### src/rtl/uart_pkg.sv
// Shared UART definitions: parity modes, receiver FSM states and the RX FIFO entry layout.
// Also intended for the parametrised transmitter.
package uart_pkg;

    localparam int PAR_NONE      = 0;
    localparam int PAR_EVEN      = 1;
    localparam int PAR_ODD       = 2;
    localparam int MAX_DATA_BITS = 9;

    typedef enum logic [2:0] {
        ST_IDLE,
        ST_START,
        ST_DATA,
        ST_PAR,
        ST_STOP,
        ST_BRKWAIT
    } rx_state_t;

    typedef struct packed {
        logic                     brk;
        logic                     perr;
        logic                     ferr;
        logic [MAX_DATA_BITS-1:0] data;
    } rx_entry_t;

endpackage

### src/rtl/uart_sync_fifo.sv
// Synchronous FIFO with a registered head output (no fall-through).
// A push that finds the FIFO full is accepted only when a pop happens in the same cycle.
module uart_sync_fifo #(
    parameter int WIDTH = 8,
    parameter int DEPTH = 16
) (
    input  logic                     CLK,
    input  logic                     RST_X,
    input  logic                     push,
    input  logic [WIDTH-1:0]         wdata,
    input  logic                     pop,
    output logic [WIDTH-1:0]         rdata,
    output logic                     full,
    output logic                     empty,
    output logic [$clog2(DEPTH):0]   count
);

    localparam int AW = $clog2(DEPTH);
    localparam logic [AW:0] DEPTH_C = (AW+1)'(DEPTH);

    logic [WIDTH-1:0] mem [DEPTH];
    logic [AW:0]      wptr, rptr, rptr_n;
    logic             do_push, do_pop;

    assign count   = wptr - rptr;
    assign full    = (count == DEPTH_C);
    assign empty   = (count == '0);
    assign do_pop  = pop && !empty;
    assign do_push = push && (!full || do_pop);
    assign rptr_n  = rptr + (AW+1)'(do_pop);

    always_ff @(posedge CLK) begin
        if (do_push) mem[wptr[AW-1:0]] <= wdata;
    end

    // The head register takes the incoming word directly when it lands in the head slot.
    always_ff @(posedge CLK or negedge RST_X) begin
        if (!RST_X) begin
            wptr  <= '0;
            rptr  <= '0;
            rdata <= '0;
        end else begin
            wptr <= wptr + (AW+1)'(do_push);
            rptr <= rptr_n;
            if (do_push && (wptr == rptr_n))
                rdata <= wdata;
            else if (do_pop)
                rdata <= mem[rptr_n[AW-1:0]];
        end
    end

endmodule

### src/rtl/uart_rx_ovs.sv
// UART receiver: 2-flop synchroniser, 3-sample majority voter, frame FSM with error/break
// tagging, feeding a receive FIFO with a valid/ready pop port and a sticky overrun flag.
module uart_rx_ovs
    import uart_pkg::*;
#(
    parameter int CLKS_PER_BIT = 50,
    parameter int DATA_BITS    = 8,
    parameter int PARITY       = 0,
    parameter int STOP_BITS    = 1,
    parameter int FIFO_DEPTH   = 16
) (
    input  logic                          CLK,
    input  logic                          RST_X,
    input  logic                          RXD,
    output logic [DATA_BITS-1:0]          RD_DATA,
    output logic                          RD_FERR,
    output logic                          RD_PERR,
    output logic                          RD_BRK,
    output logic                          RD_VALID,
    input  logic                          RD_READY,
    output logic [$clog2(FIFO_DEPTH):0]   COUNT,
    output logic                          OVERRUN,
    input  logic                          OVR_CLR
);

    localparam int H  = CLKS_PER_BIT / 2;
    localparam int CW = $clog2(CLKS_PER_BIT);
    localparam logic [CW-1:0] C_HM1  = CW'(H - 1);
    localparam logic [CW-1:0] C_H    = CW'(H);
    localparam logic [CW-1:0] C_HP1  = CW'(H + 1);
    localparam logic [CW-1:0] C_LAST = CW'(CLKS_PER_BIT - 1);
    localparam logic [3:0]    LAST_DATA = 4'(DATA_BITS - 1);
    localparam logic [3:0]    LAST_STOP = 4'(STOP_BITS - 1);

    rx_state_t            state, state_n;
    logic                 sync1, rxs, rxs_d;
    logic [CW-1:0]        cnt;
    logic [3:0]           bit_idx;
    logic [1:0]           smp;
    logic [DATA_BITS-1:0] shreg;
    logic                 par_bit, ferr, stop0;
    logic                 mid, wrap, vote, complete;
    logic                 ferr_fin, stop0_fin, par_exp, perr_fin, brk_fin;
    rx_entry_t            entry_n, entry_q, rd_entry;
    logic                 push_q, pop, full, empty, ovr_set;
    logic                 unused_rd;

    assign mid  = (cnt == C_HP1);
    assign wrap = (cnt == C_LAST);
    assign vote = (smp[0] & smp[1]) | (smp[0] & rxs) | (smp[1] & rxs);

    // Completion values fold in the stop sample taken this very cycle.
    assign ferr_fin  = ferr | ~vote;
    assign stop0_fin = (bit_idx == '0) ? vote : stop0;
    assign par_exp   = (PARITY == PAR_ODD) ? ~^shreg : ^shreg;
    assign perr_fin  = (PARITY != PAR_NONE) && (par_bit != par_exp);
    assign brk_fin   = (shreg == '0) && ((PARITY == PAR_NONE) || !par_bit) && !stop0_fin;

    always_comb begin
        entry_n      = '0;
        entry_n.brk  = brk_fin;
        entry_n.perr = perr_fin & ~brk_fin;
        entry_n.ferr = ferr_fin | brk_fin;
        entry_n.data[DATA_BITS-1:0] = shreg;
    end

    always_ff @(posedge CLK or negedge RST_X) begin
        if (!RST_X) state <= ST_IDLE;
        else        state <= state_n;
    end

    always_comb begin
        state_n  = state;
        complete = 1'b0;
        case (state)
            ST_IDLE:    if (rxs_d && !rxs) state_n = ST_START;
            ST_START: begin
                if (mid && vote)  state_n = ST_IDLE;
                else if (wrap)    state_n = ST_DATA;
            end
            ST_DATA:    if (wrap && bit_idx == LAST_DATA)
                            state_n = (PARITY != PAR_NONE) ? ST_PAR : ST_STOP;
            ST_PAR:     if (wrap) state_n = ST_STOP;
            ST_STOP: begin
                if (mid && bit_idx == LAST_STOP) begin
                    complete = 1'b1;
                    state_n  = brk_fin ? ST_BRKWAIT : ST_IDLE;
                end
            end
            ST_BRKWAIT: if (rxs) state_n = ST_IDLE;
            default:    state_n = ST_IDLE;
        endcase
    end

    always_ff @(posedge CLK or negedge RST_X) begin
        if (!RST_X) begin
            sync1   <= 1'b1;
            rxs     <= 1'b1;
            rxs_d   <= 1'b1;
            cnt     <= '0;
            bit_idx <= '0;
            smp     <= '0;
            shreg   <= '0;
            par_bit <= 1'b0;
            ferr    <= 1'b0;
            stop0   <= 1'b1;
            push_q  <= 1'b0;
            entry_q <= '0;
            OVERRUN <= 1'b0;
        end else begin
            sync1 <= RXD;
            rxs   <= sync1;
            rxs_d <= rxs;

            // Counter restarts at 0 on the first START cycle and whenever the frame ends.
            if (state == ST_IDLE || state == ST_BRKWAIT ||
                state_n == ST_IDLE || state_n == ST_BRKWAIT)
                cnt <= '0;
            else
                cnt <= wrap ? '0 : cnt + 1'b1;

            if (state_n != state) bit_idx <= '0;
            else if (wrap)        bit_idx <= bit_idx + 1'b1;

            if (cnt == C_HM1) smp[0] <= rxs;
            if (cnt == C_H)   smp[1] <= rxs;

            if (state == ST_IDLE) begin
                ferr    <= 1'b0;
                par_bit <= 1'b0;
                stop0   <= 1'b1;
            end else if (mid) begin
                case (state)
                    ST_DATA: shreg   <= {vote, shreg[DATA_BITS-1:1]};
                    ST_PAR:  par_bit <= vote;
                    ST_STOP: begin
                        if (!vote)           ferr  <= 1'b1;
                        if (bit_idx == '0)   stop0 <= vote;
                    end
                    default: ;
                endcase
            end

            push_q <= complete;
            if (complete) entry_q <= entry_n;

            if (ovr_set)      OVERRUN <= 1'b1;
            else if (OVR_CLR) OVERRUN <= 1'b0;
        end
    end

    assign pop     = RD_VALID & RD_READY;
    assign ovr_set = push_q & full & ~pop;

    uart_sync_fifo #(
        .WIDTH ($bits(rx_entry_t)),
        .DEPTH (FIFO_DEPTH)
    ) u_fifo (
        .CLK   (CLK),
        .RST_X (RST_X),
        .push  (push_q),
        .wdata (entry_q),
        .pop   (pop),
        .rdata (rd_entry),
        .full  (full),
        .empty (empty),
        .count (COUNT)
    );

    assign RD_VALID  = ~empty;
    assign RD_DATA   = rd_entry.data[DATA_BITS-1:0];
    assign RD_FERR   = rd_entry.ferr;
    assign RD_PERR   = rd_entry.perr;
    assign RD_BRK    = rd_entry.brk;
    // Data field is sized for the widest frame; narrower builds leave its top bits idle.
    assign unused_rd = ^rd_entry.data;

endmodule

### config.mk
export PLATFORM = sky130hd
export DESIGN_NAME = uart_rx_ovs
export DESIGN_NICKNAME = d
export VERILOG_FILES = /design/src/rtl/uart_pkg.sv /design/src/rtl/uart_sync_fifo.sv /design/src/rtl/uart_rx_ovs.sv
export SDC_FILE = /design/constraint.sdc
export NUM_CORES = 1
export LEC_CHECK = 0
export CORE_UTILIZATION = 51
export DETAILED_ROUTE_END_ITERATION = 10
export GPL_TIMING_DRIVEN = 0
export PLACE_DENSITY = 0.68
export SLEW_MARGIN = 30
export SYNTH_ARGS = -nofsm -noshare
export SYNTH_HDL_FRONTEND = slang
export SYNTH_SLANG_ARGS = --single-unit
### constraint.sdc
create_clock -name CLK -period 5.9 [get_ports CLK]
set_input_delay 0.885 -clock CLK [delete_from_list [all_inputs] [get_ports CLK]]
set_output_delay 0.885 -clock CLK [all_outputs]
set_load 0.1 [all_outputs]
==> metrics.txt, run 1 <==
insertion delay to the later sink of the worst-skew pair=0.51 ns; Synth area leaders=edfxtp_1, dfrtp_1, mux4_2; Post-CTS Setup Repair Bufs=0; first drt pass iteration count=4; number of setup violations in the final report=0; most frequent cells after synthesis=edfxtp_1, dfrtp_1, mux4_2; number of distinct library cells after synthesis=51; clock root buffer master=clkbuf_16; Clk pin slew, worst setup/hold paths=0.06 ns; number of global-route vias before repair=4,972; fraction of final layout cells sized beyond drive strength 1=26.4%; Remaining DRCs=0; Gate Count Post-Synth=543; port bufs=21; post-synthesis average cell area=17.0 um^2; clock tree from TritonCTS=built; Period Utilization, post-route=93.3%; Synth async-reset ratio=26.9%; highest ir drop seen on vdd=942 uV; headroom to the max-slew limit=32.4%; Final #Nets=621; total negative slack for setup checks=0 ns; detailed-route wire length per cell=22.0 um; setup clock skew after layout=0.00867 ns; portion of synthesized cell area occupied by the leading cell type=52.0%; Std-Cell Rows=48; number of buffer and inverter stages on the critical path=5; maximum number of buffers from clock root to sink=3; Detailed Place HPWL=12.6 mm; Die W=137 um; gate family responsible for the most delay along the worst path=buffers and inverters; Crit Path Class=reg -> reg; pins over their slew limit=0; largest net degree at the start of global routing=50; synthesized area=9250 um^2; number of fill cells=1,273; post-cts resize count=0; result of the run=completed; share of synthesized area occupied by flip-flops and latches=68.0%; crit path cell chain=clkbuf_1 -> inv_1 -> fa_1 -> nand2b_1 -> a21oi_1 -> xor2_2 -> inv_2 -> o21a_1 -> buf_6 -> ha_1 -> ha_1 -> clkbuf_1 -> mux4_2 -> a211oi_1 -> a21oi_1 -> mux2_2 -> mux2_4; number of vias after detailed routing=4,910; vias per cell=5.82; number of warnings issued by yosys=0; class of the most critical hold timing path=in -> async; data arrival time of the critical path=5.90 ns; height of the die=137 um; DRT Wirelength=18.5 mm; total count of hold-check failures in the final report=0; number of sinks driven by the clock tree=219; cell type contributing the most total cell area after synthesis=edfxtp_1; transition time of the tightest slew-check pin=1.01 ns; htree depth=1; Post-CTS Hold Buffers=0; total global routing overflow=0; Std-Cell Core Area=17,500 um^2; critical path peak fanout=10; post-layout minimum cycle time=5.50 ns; prevailing post-synth register cell=edfxtp_1; biggest cell delay along the critical path=0.60 ns; RSZ-0062 raised after global routing=no; number of clock buffers inserted by TritonCTS=23; slowest stage cell on the critical path=a211oi_1; layout overhead on the synthesized area=14.7%; post-route cell area=10,600 um^2; area of the die=18,700 um^2; Static Leak=4.16 nW; post-synth net total=563; global-route wire length before repair=28.5 mm; most instantiated library cell after synthesis=edfxtp_1; final weighted congestion in routability-driven placement=0.846; initial antenna violation count=0; synthesis-stage register bit count=219; Startpoint Class=flop; GRT Util Overall=21.0%; CP Data Required Time=6.29 ns; top-level I/O count=23; Highest Clock Rate=0.182 GHz; count of antenna-violating nets left after detailed routing=0; element type at the critical path end=flop; EDFF count, synth=160; max-cap violation count=0; count of antenna diodes in the layout=0; power density relative to cell area=454 nW/um^2; placement-stage cell area=9870 um^2; starting density of the core=52.9%; starting DRC count in detailed routing=339
==> metrics by stage <==
| step | instances | hold slack, ns | total power [mW] | setup WS (ns) | util (%) |
|---|---|---|---|---|---|
| floorplan | 543 | 0.345 | 3.09 | 0.191 | - |
| global placement | 789 | 0.346 | 3.47 | 0.616 | 55.7 |
| detailed placement | 801 | 0.348 | 3.49 | 0.465 | 56.5 |
| CTS | 843 | 0.219 | 4.86 | 0.448 | 60.6 |
| global route | 843 | 0.216 | 5.01 | 0.118 | 60.7 |
| finish | 843 | 0.220 | 4.81 | 0.398 | 60.7 |
==> layout by cell type (no fill, tap or decap), drive strengths merged, types with 2 or more instances in the layout <==
cell,netlist,layout
buf,12,26
mux4,40,40
and4bb,2,2
o21ai,4,4
or3,4,4
a21oi,16,16
clkbuf,14,44
clkdlybuf4s50,0,19
nor4,5,5
nand3,12,12
o41ai,2,2
clkinv,0,9
a211oi,12,12
nor3,6,6
dfrtp,56,56
nand2,20,20
nand3b,3,3
nor2b,13,13
xnor2,12,12
xor2,10,10
nor4b,2,2
ha,14,14
a31oi,2,2
dfstp,3,3
mux2,38,38
nor2,29,29
mux2i,10,10
edfxtp,160,160
and4,2,2
inv,18,19
nand2b,6,6
nand4,2,2
==> path summary, 6_finish.rpt <==
path,from,end,slack [ns],cells past startpoint
min in group CLK,sync1,rxs,0.36,0
hold / removal,RST_X,u_fifo.rptr[1],0.22,1
setup reg to reg,u_fifo.wptr[1],u_fifo.rdata[4],0.40,17
max in group asynchronous,RST_X,sync1,5.12,2
hold reg to reg,sync1,rxs,0.36,0
setup / recovery,u_fifo.wptr[1],u_fifo.rdata[4],0.40,17
==> power breakdown <==
part | switching, mW | internal [mW]
logic | 1.08 | 0.603
registers | 0.0590 | 1.71
clock network | 0.563 | 0.798
==> worst reg2reg max path: stages (launching register included) <==
cell and delay (ns):
dfrtp_1 0.38, clkbuf_1 0.42, inv_1 0.21, fa_1 0.44, nand2b_1 0.16, a21oi_1 0.22
xor2_2 0.26, inv_2 0.06, o21a_1 0.21, buf_6 0.15, ha_1 0.22, ha_1 0.44
clkbuf_1 0.52, mux4_2 0.43, a211oi_1 0.60, a21oi_1 0.13, mux2_2 0.30, mux2_4 0.25
==> registers in the layout, indices dropped and copies added (netlist names) <==
name and flops:
smp 2, cnt 6, push_q 1, entry_q 10
u_fifo.rptr 5, u_fifo.mem 160, OVERRUN 1, rxs 1
u_fifo.rdata 10, ferr 1, rxs_d 1, state 3
u_fifo.wptr 5, shreg 8, bit_idx 4, sync1 1
==> layout make-up <==
cell class | instances | area (um^2) | area share [%]
Timing Repair Buffer | 33 | 303 | 2.85
Clock inverter | 12 | 87.6 | 0.826
Multi-Input combinational cell | 280 | 2800 | 26.4
Inverter | 18 | 67.6 | 0.637
Clock buffer | 30 | 632 | 5.96
Sequential cell | 219 | 6280 | 59.2
Buffer | 26 | 151 | 1.43
Tap cell | 225 | 282 | 2.65
==> metal layers <==
metal	part of all wire (%)	GRT usage [%]	wire length, um	vias to the layer above
met1	45	29.9	8280	2521
met5	0	0	0	-
li1	-	-	-	2204
met3	4.9	3.37	908	33
met4	2.5	6.54	463	0
met2	48	33.4	8860	152
==> cell families (layout without fill, tap and decap cells) <==
| group | Yosys count | count (layout) | share of synthesized area [%] |
|---|---|---|---|
| flops | 219 | 219 | 68.0 |
| mux | 88 | 88 | 15.9 |
| simple gates | 110 | 110 | 6.25 |
| other cells | 1 | 1 | 0.0406 |
| xor+xnor | 22 | 22 | 2.25 |
| fa+ha+maj | 16 | 16 | 2.22 |
| compound gates | 43 | 43 | 3.04 |
| buf+inv | 44 | 119 | 2.37 |
(Power assumes the default switching activity.)
==> inputs of run 2 (changes only) <==
--- a/config.mk
+++ b/config.mk
@@ -5,6 +5,7 @@
 export SDC_FILE = /design/constraint.sdc
 export NUM_CORES = 1
 export LEC_CHECK = 0
+export CORE_ASPECT_RATIO = 1.1
 export CORE_UTILIZATION = 51
 export DETAILED_ROUTE_END_ITERATION = 10
 export GPL_TIMING_DRIVEN = 0
==> metrics.txt, run 2 (synthesized netlist as in run 1, its figures left out) <==
result of the run=completed; Std-Cell Core Area=17,700 um^2; DRT Wirelength=18.5 mm; first drt pass iteration count=5; height of the die=143 um; maximum number of buffers from clock root to sink=3; starting density of the core=52.1%; flip-flop count of the largest register after layout=160; area occupied by multi-input gates=2800 um^2; slowest stage cell on the critical path=clkbuf_1; Period Utilization, post-route=93.4%; Die W=130 um; pins over their slew limit=0; overall power of the completed layout=4.81 mW; global-route wire length before repair=28.4 mm; number of vias after detailed routing=4,917; total negative slack for setup checks=0 ns; R2R Setup Slk=0.39 ns; vias per cell=5.75; total global routing overflow=0; RSZ-0062 raised after global routing=no; switching fraction of total power=36.1%; number of buffer and inverter stages on the critical path=6; crit path launch=u_fifo.wptr[1]; Startpoint Class=flop; count of antenna diodes in the layout=0; most common library cell in the layout ignoring fill and taps=edfxtp_1; Remaining DRCs=0; gate family responsible for the most delay along the worst path=buffers and inverters; transition time of the tightest slew-check pin=0.998 ns; endpoint of the most critical register-to-register path=u_fifo.rdata[1]; area of the die=18,700 um^2; initial antenna violation count=0; number of clock buffers inserted by TritonCTS=23; total count of hold-check failures in the final report=0; max-cap violation count=0; port bufs=21; class of the most critical hold timing path=in -> async; combinational group share of total power=35.3%; number of sinks driven by the clock tree=219; Detailed Place HPWL=12.3 mm; count of antenna-violating nets left after detailed routing=0; insertion delay to the later sink of the worst-skew pair=0.51 ns; area taken by flip-flops and latches=6280 um^2; number of setup violations in the final report=0; headroom to the max-slew limit=33.2%; fraction of final layout cells sized beyond drive strength 1=25.8%; final weighted congestion in routability-driven placement=0.849; htree depth=1; Post-CTS Setup Repair Bufs=0; Clk pin slew, worst setup/hold paths=0.06 ns; layout overhead on the synthesized area=14.5%; net switching power of the design=1.74 mW; Highest Clock Rate=0.182 GHz; CP Data Required Time=6.30 ns; Crit Path Class=reg -> reg; top-level I/O count=23; largest net degree at the start of global routing=40; Final #Nets=621; clock root buffer master=clkbuf_16; cell count along the critical path=18; leading cell types in the layout, fill and taps excluded=edfxtp_1, dfrtp_1, mux4_2; sequential cell fraction of total power=36.7%; Static Leak=4.13 nW; power density relative to cell area=454 nW/um^2; end point of the critical path=u_fifo.rdata[1]; post-layout minimum cycle time=5.51 ns; starting DRC count in detailed routing=374; GRT Util Overall=21.1%; Std-Cell Rows=51; clock power share=28.0%; element type at the critical path end=flop; cell count of the worst reg-to-reg path=18; internal power=3.07 mW; highest ir drop seen on vdd=507 uV; clock tree from TritonCTS=built; Post-CTS Hold Buffers=0; detailed-route wire length per cell=21.7 um; number of fill cells=1,342; number of global-route vias before repair=5,004; biggest cell delay along the critical path=0.55 ns; critical path peak fanout=10; post-cts resize count=0; data arrival time of the critical path=5.91 ns; reg-to-reg startpoint=u_fifo.wptr[1]; setup clock skew after layout=0.0141 ns; crit path cell chain=clkbuf_1 -> inv_1 -> fa_1 -> nand2b_1 -> a21oi_1 -> xor2_2 -> inv_2 -> o21a_1 -> buf_6 -> ha_1 -> ha_1 -> buf_2 -> clkbuf_1 -> mux4_2 -> mux2i_1 -> a21oi_1 -> mux2_2 -> mux2_4
-- run 2: changes by cell type in the layout (fill, tap and decap cells not counted), moves of 2 or more --
| cell | before | now |
|---|---|---|
| clkbuf_8 | 3 | 0 |
| buf_4 | 9 | 6 |
| buf_2 | 9 | 11 |
| clkinv_1 | 3 | 5 |
| clkinvlp_4 | 1 | 3 |
| clkinv_2 | 6 | 3 |
-- run 2: worst min path at each step --
stage / start / to / slack, ns / depth (start not counted)
2_1_floorplan: sync1 / rxs / 0.35 / 0
3_3_place_gp: sync1 / rxs / 0.35 / 0
3_5_place_dp: sync1 / rxs / 0.35 / 0
4_1_cts: RST_X / u_fifo.rdata[0] / 0.25 / 1
5_1_grt: RST_X / u_fifo.rdata[0] / 0.27 / 1
6_report: RST_X / u_fifo.rdata[0] / 0.26 / 1
-- run 2: final cells by class --
cell class | count | area share (%)
clock buffer | 27 | 5.58
tap | 238 | 2.81
timing repair buffer | 33 | 2.76
sequential | 219 | 59.3
inverter | 18 | 0.638
multi-input combinational | 280 | 26.4
clock inverter | 14 | 1.00
buffer | 26 | 1.43
-- run 2: metrics by stage --
step	instances	hold slack [ns]	setup WS (ns)	cell area, um^2	util, %
final	855	0.258	0.391	10600	59.7
after global routing	855	0.269	0.186	10600	59.7
after CTS	855	0.254	0.436	10600	59.6
after detailed placement	814	0.349	0.427	9880	55.7
after global placement	802	0.349	0.606	9750	55.0
after floorplan	543	0.345	0.191	9250	-
-- run 2: metal layers --
layer	GRT usage [%]	share of wire [%]	vias to the layer above
li1	-	-	2203
met1	27.0	40	2517
met2	36.1	51	159
met3	2.62	5.4	38
met4	9.20	3.1	0
met5	0	0	-
-- run 2: power groups by stage --
| stage | Combinational, mW | Sequential [mW] | Clock, mW |
|---|---|---|---|
| 5_1_grt | 1.79 | 1.78 | 1.43 |
| 2_1_floorplan | 1.10 | 1.99 | 0 |
| 3_5_place_dp | 1.71 | 1.80 | 0 |
| 3_3_place_gp | 1.69 | 1.79 | 0 |
| 4_1_cts | 1.71 | 1.77 | 1.37 |
| 6_report | 1.70 | 1.77 | 1.35 |
==> inputs of run 3 (changes only) <==
==> constraint.sdc (replaced) <==
create_clock -name CLK -period 6.6 [get_ports CLK]
set_input_delay 0.99 -clock CLK [delete_from_list [all_inputs] [get_ports CLK]]
set_output_delay 0.99 -clock CLK [all_outputs]
set_load 0.1 [all_outputs]
==> metrics.txt, run 3 (synthesized netlist as in run 1, its figures left out) <==
final weighted congestion in routability-driven placement=0.790; insertion delay to the later sink of the worst-skew pair=0.49 ns; post-layout minimum cycle time=5.49 ns; number of clock buffers inserted by TritonCTS=22; placement-stage cell area=9880 um^2; critical path peak fanout=10; Detailed Place HPWL=12.4 mm; slowest stage cell on the critical path=clkbuf_1; Startpoint Class=flop; highest ir drop seen on vdd=483 uV; top-level I/O count=23; flip-flop count of the largest register after layout=160; Std-Cell Rows=51; RSZ-0062 raised after global routing=no; count of antenna diodes in the layout=0; leading cell types in the layout, fill and taps excluded=edfxtp_1, dfrtp_1, mux4_2; gate family responsible for the most delay along the worst path=buffers and inverters; number of buffer and inverter stages on the critical path=6; vias per cell=5.64; number of fill cells=1,327; Clk pin slew, worst setup/hold paths=0.06 ns; Die W=130 um; total global routing overflow=0; cell count of the worst reg-to-reg path=18; global-route wire length before repair=28.4 mm; Remaining DRCs=0; layout overhead on the synthesized area=14.4%; Post-CTS Hold Buffers=0; CP Data Required Time=6.98 ns; htree depth=1; post-route cell area=10,600 um^2; maximum number of buffers from clock root to sink=3; height of the die=143 um; power density relative to cell area=402 nW/um^2; number of sinks driven by the clock tree=219; area of the die=18,700 um^2; fraction of final layout cells sized beyond drive strength 1=26.0%; count of antenna-violating nets left after detailed routing=0; area taken by flip-flops and latches=6280 um^2; number of vias after detailed routing=4,816; clock tree from TritonCTS=built; result of the run=completed; starting DRC count in detailed routing=280; Period Utilization, post-route=83.2%; GRT Util Overall=20.8%; biggest cell delay along the critical path=0.57 ns; first drt pass iteration count=4; Std-Cell Core Area=17,700 um^2; Highest Clock Rate=0.182 GHz; headroom to the max-slew limit=32.6%; port bufs=21; setup clock skew after layout=0.00993 ns; class of the most critical hold timing path=reg -> reg; data arrival time of the critical path=5.87 ns; crit path cell chain=clkbuf_1 -> inv_1 -> fa_1 -> nand2b_1 -> a21oi_1 -> xor2_2 -> inv_2 -> o21a_1 -> buf_6 -> ha_1 -> ha_1 -> buf_2 -> clkbuf_1 -> mux4_2 -> mux2i_1 -> a21oi_1 -> mux2_2 -> mux2_4; Worst Hold Path Cells=0; Static Leak=4.14 nW; cell count along the critical path=18; DRT Wirelength=18.3 mm; number of global-route vias before repair=4,951; total negative slack for setup checks=0 ns; transition time of the tightest slew-check pin=1.01 ns; largest net degree at the start of global routing=38; initial antenna violation count=0; Final #Nets=620; number of setup violations in the final report=0; detailed-route wire length per cell=21.5 um; pins over their slew limit=0; post-cts resize count=0; Crit Path Class=reg -> reg; element type at the critical path end=flop; max-cap violation count=0; area occupied by multi-input gates=2800 um^2; Post-CTS Setup Repair Bufs=0; starting density of the core=52.1%; most common library cell in the layout ignoring fill and taps=edfxtp_1; total count of hold-check failures in the final report=0; clock root buffer master=clkbuf_16
==> run 3: cell types whose count changed in the layout (fill, tap and decap cells not counted), sizes merged <==
cell and delta:
clkinv -1, clkinvlp -3, inv -1, bufinv -1, clkbuf +5
==> run 3: cell type report <==
type / instances / area share [%]
Sequential cell: 219 / 59.4
Multi-Input combinational cell: 280 / 26.4
Clock buffer: 32 / 6.04
Tap cell: 238 / 2.81
Timing Repair Buffer: 33 / 2.79
Buffer: 26 / 1.43
Inverter: 18 / 0.639
Clock inverter: 8 / 0.426
==> run 3: final timing paths <==
kind,startpoint,endpoint,slack [ns]
setup / recovery,u_fifo.wptr[1],u_fifo.rdata[6],1.11
hold / removal,sync1,rxs,0.36
setup reg to reg,u_fifo.wptr[1],u_fifo.rdata[6],1.11
hold reg to reg,sync1,rxs,0.36
max in group asynchronous,RST_X,rxs,5.63
min in group asynchronous,RST_X,u_fifo.rdata[0],0.39
==> run 3: worst register-to-register path: cells and delay by family, from the launching register on <==
kind / cells / cell delay [ns]
buffers and inverters: 6 / 1.70
AO/OA/AOI/OAI: 3 / 0.54
XOR/XNOR: 1 / 0.27
multiplexers: 4 / 1.25
flip-flops: 1 / 0.40
AND/OR/NAND/NOR: 1 / 0.16
adder cells (fa/ha/maj): 3 / 1.06
==> run 3: where the power goes <==
group / internal (mW) / total [mW] / switching (mW) / leakage [nW]
sequential: 1.52 / 1.58 / 0.0509 / 2.45
combinational: 0.540 / 1.52 / 0.978 / 1.35
clock: 0.674 / 1.16 / 0.488 / 0.344
total: 2.74 / 4.26 / 1.52 / 4.14
==> run 3: layer usage <==
metal	up-vias	track usage, %	wire, um
li1	2198	-	-
met1	2467	27.2	7670
met2	126	36.6	9500
met3	25	2.40	843
met4	0	5.81	329
met5	-	0	0
==> run 3: stage by stage <==
| step | std cells | power (mW) | util (%) | hold slack, ns | worst slack [ns] |
|---|---|---|---|---|---|
| 2_1_floorplan | 543 | 2.76 | - | 0.345 | 0.403 |
| 3_3_place_gp | 802 | 3.11 | 55.0 | 0.348 | 1.27 |
| 3_5_place_dp | 814 | 3.13 | 55.7 | 0.348 | 1.12 |
| 4_1_cts | 854 | 4.30 | 59.6 | 0.359 | 1.08 |
| 5_1_grt | 854 | 4.44 | 59.6 | 0.359 | 0.773 |
| 6_report | 854 | 4.26 | 59.6 | 0.357 | 1.11 |
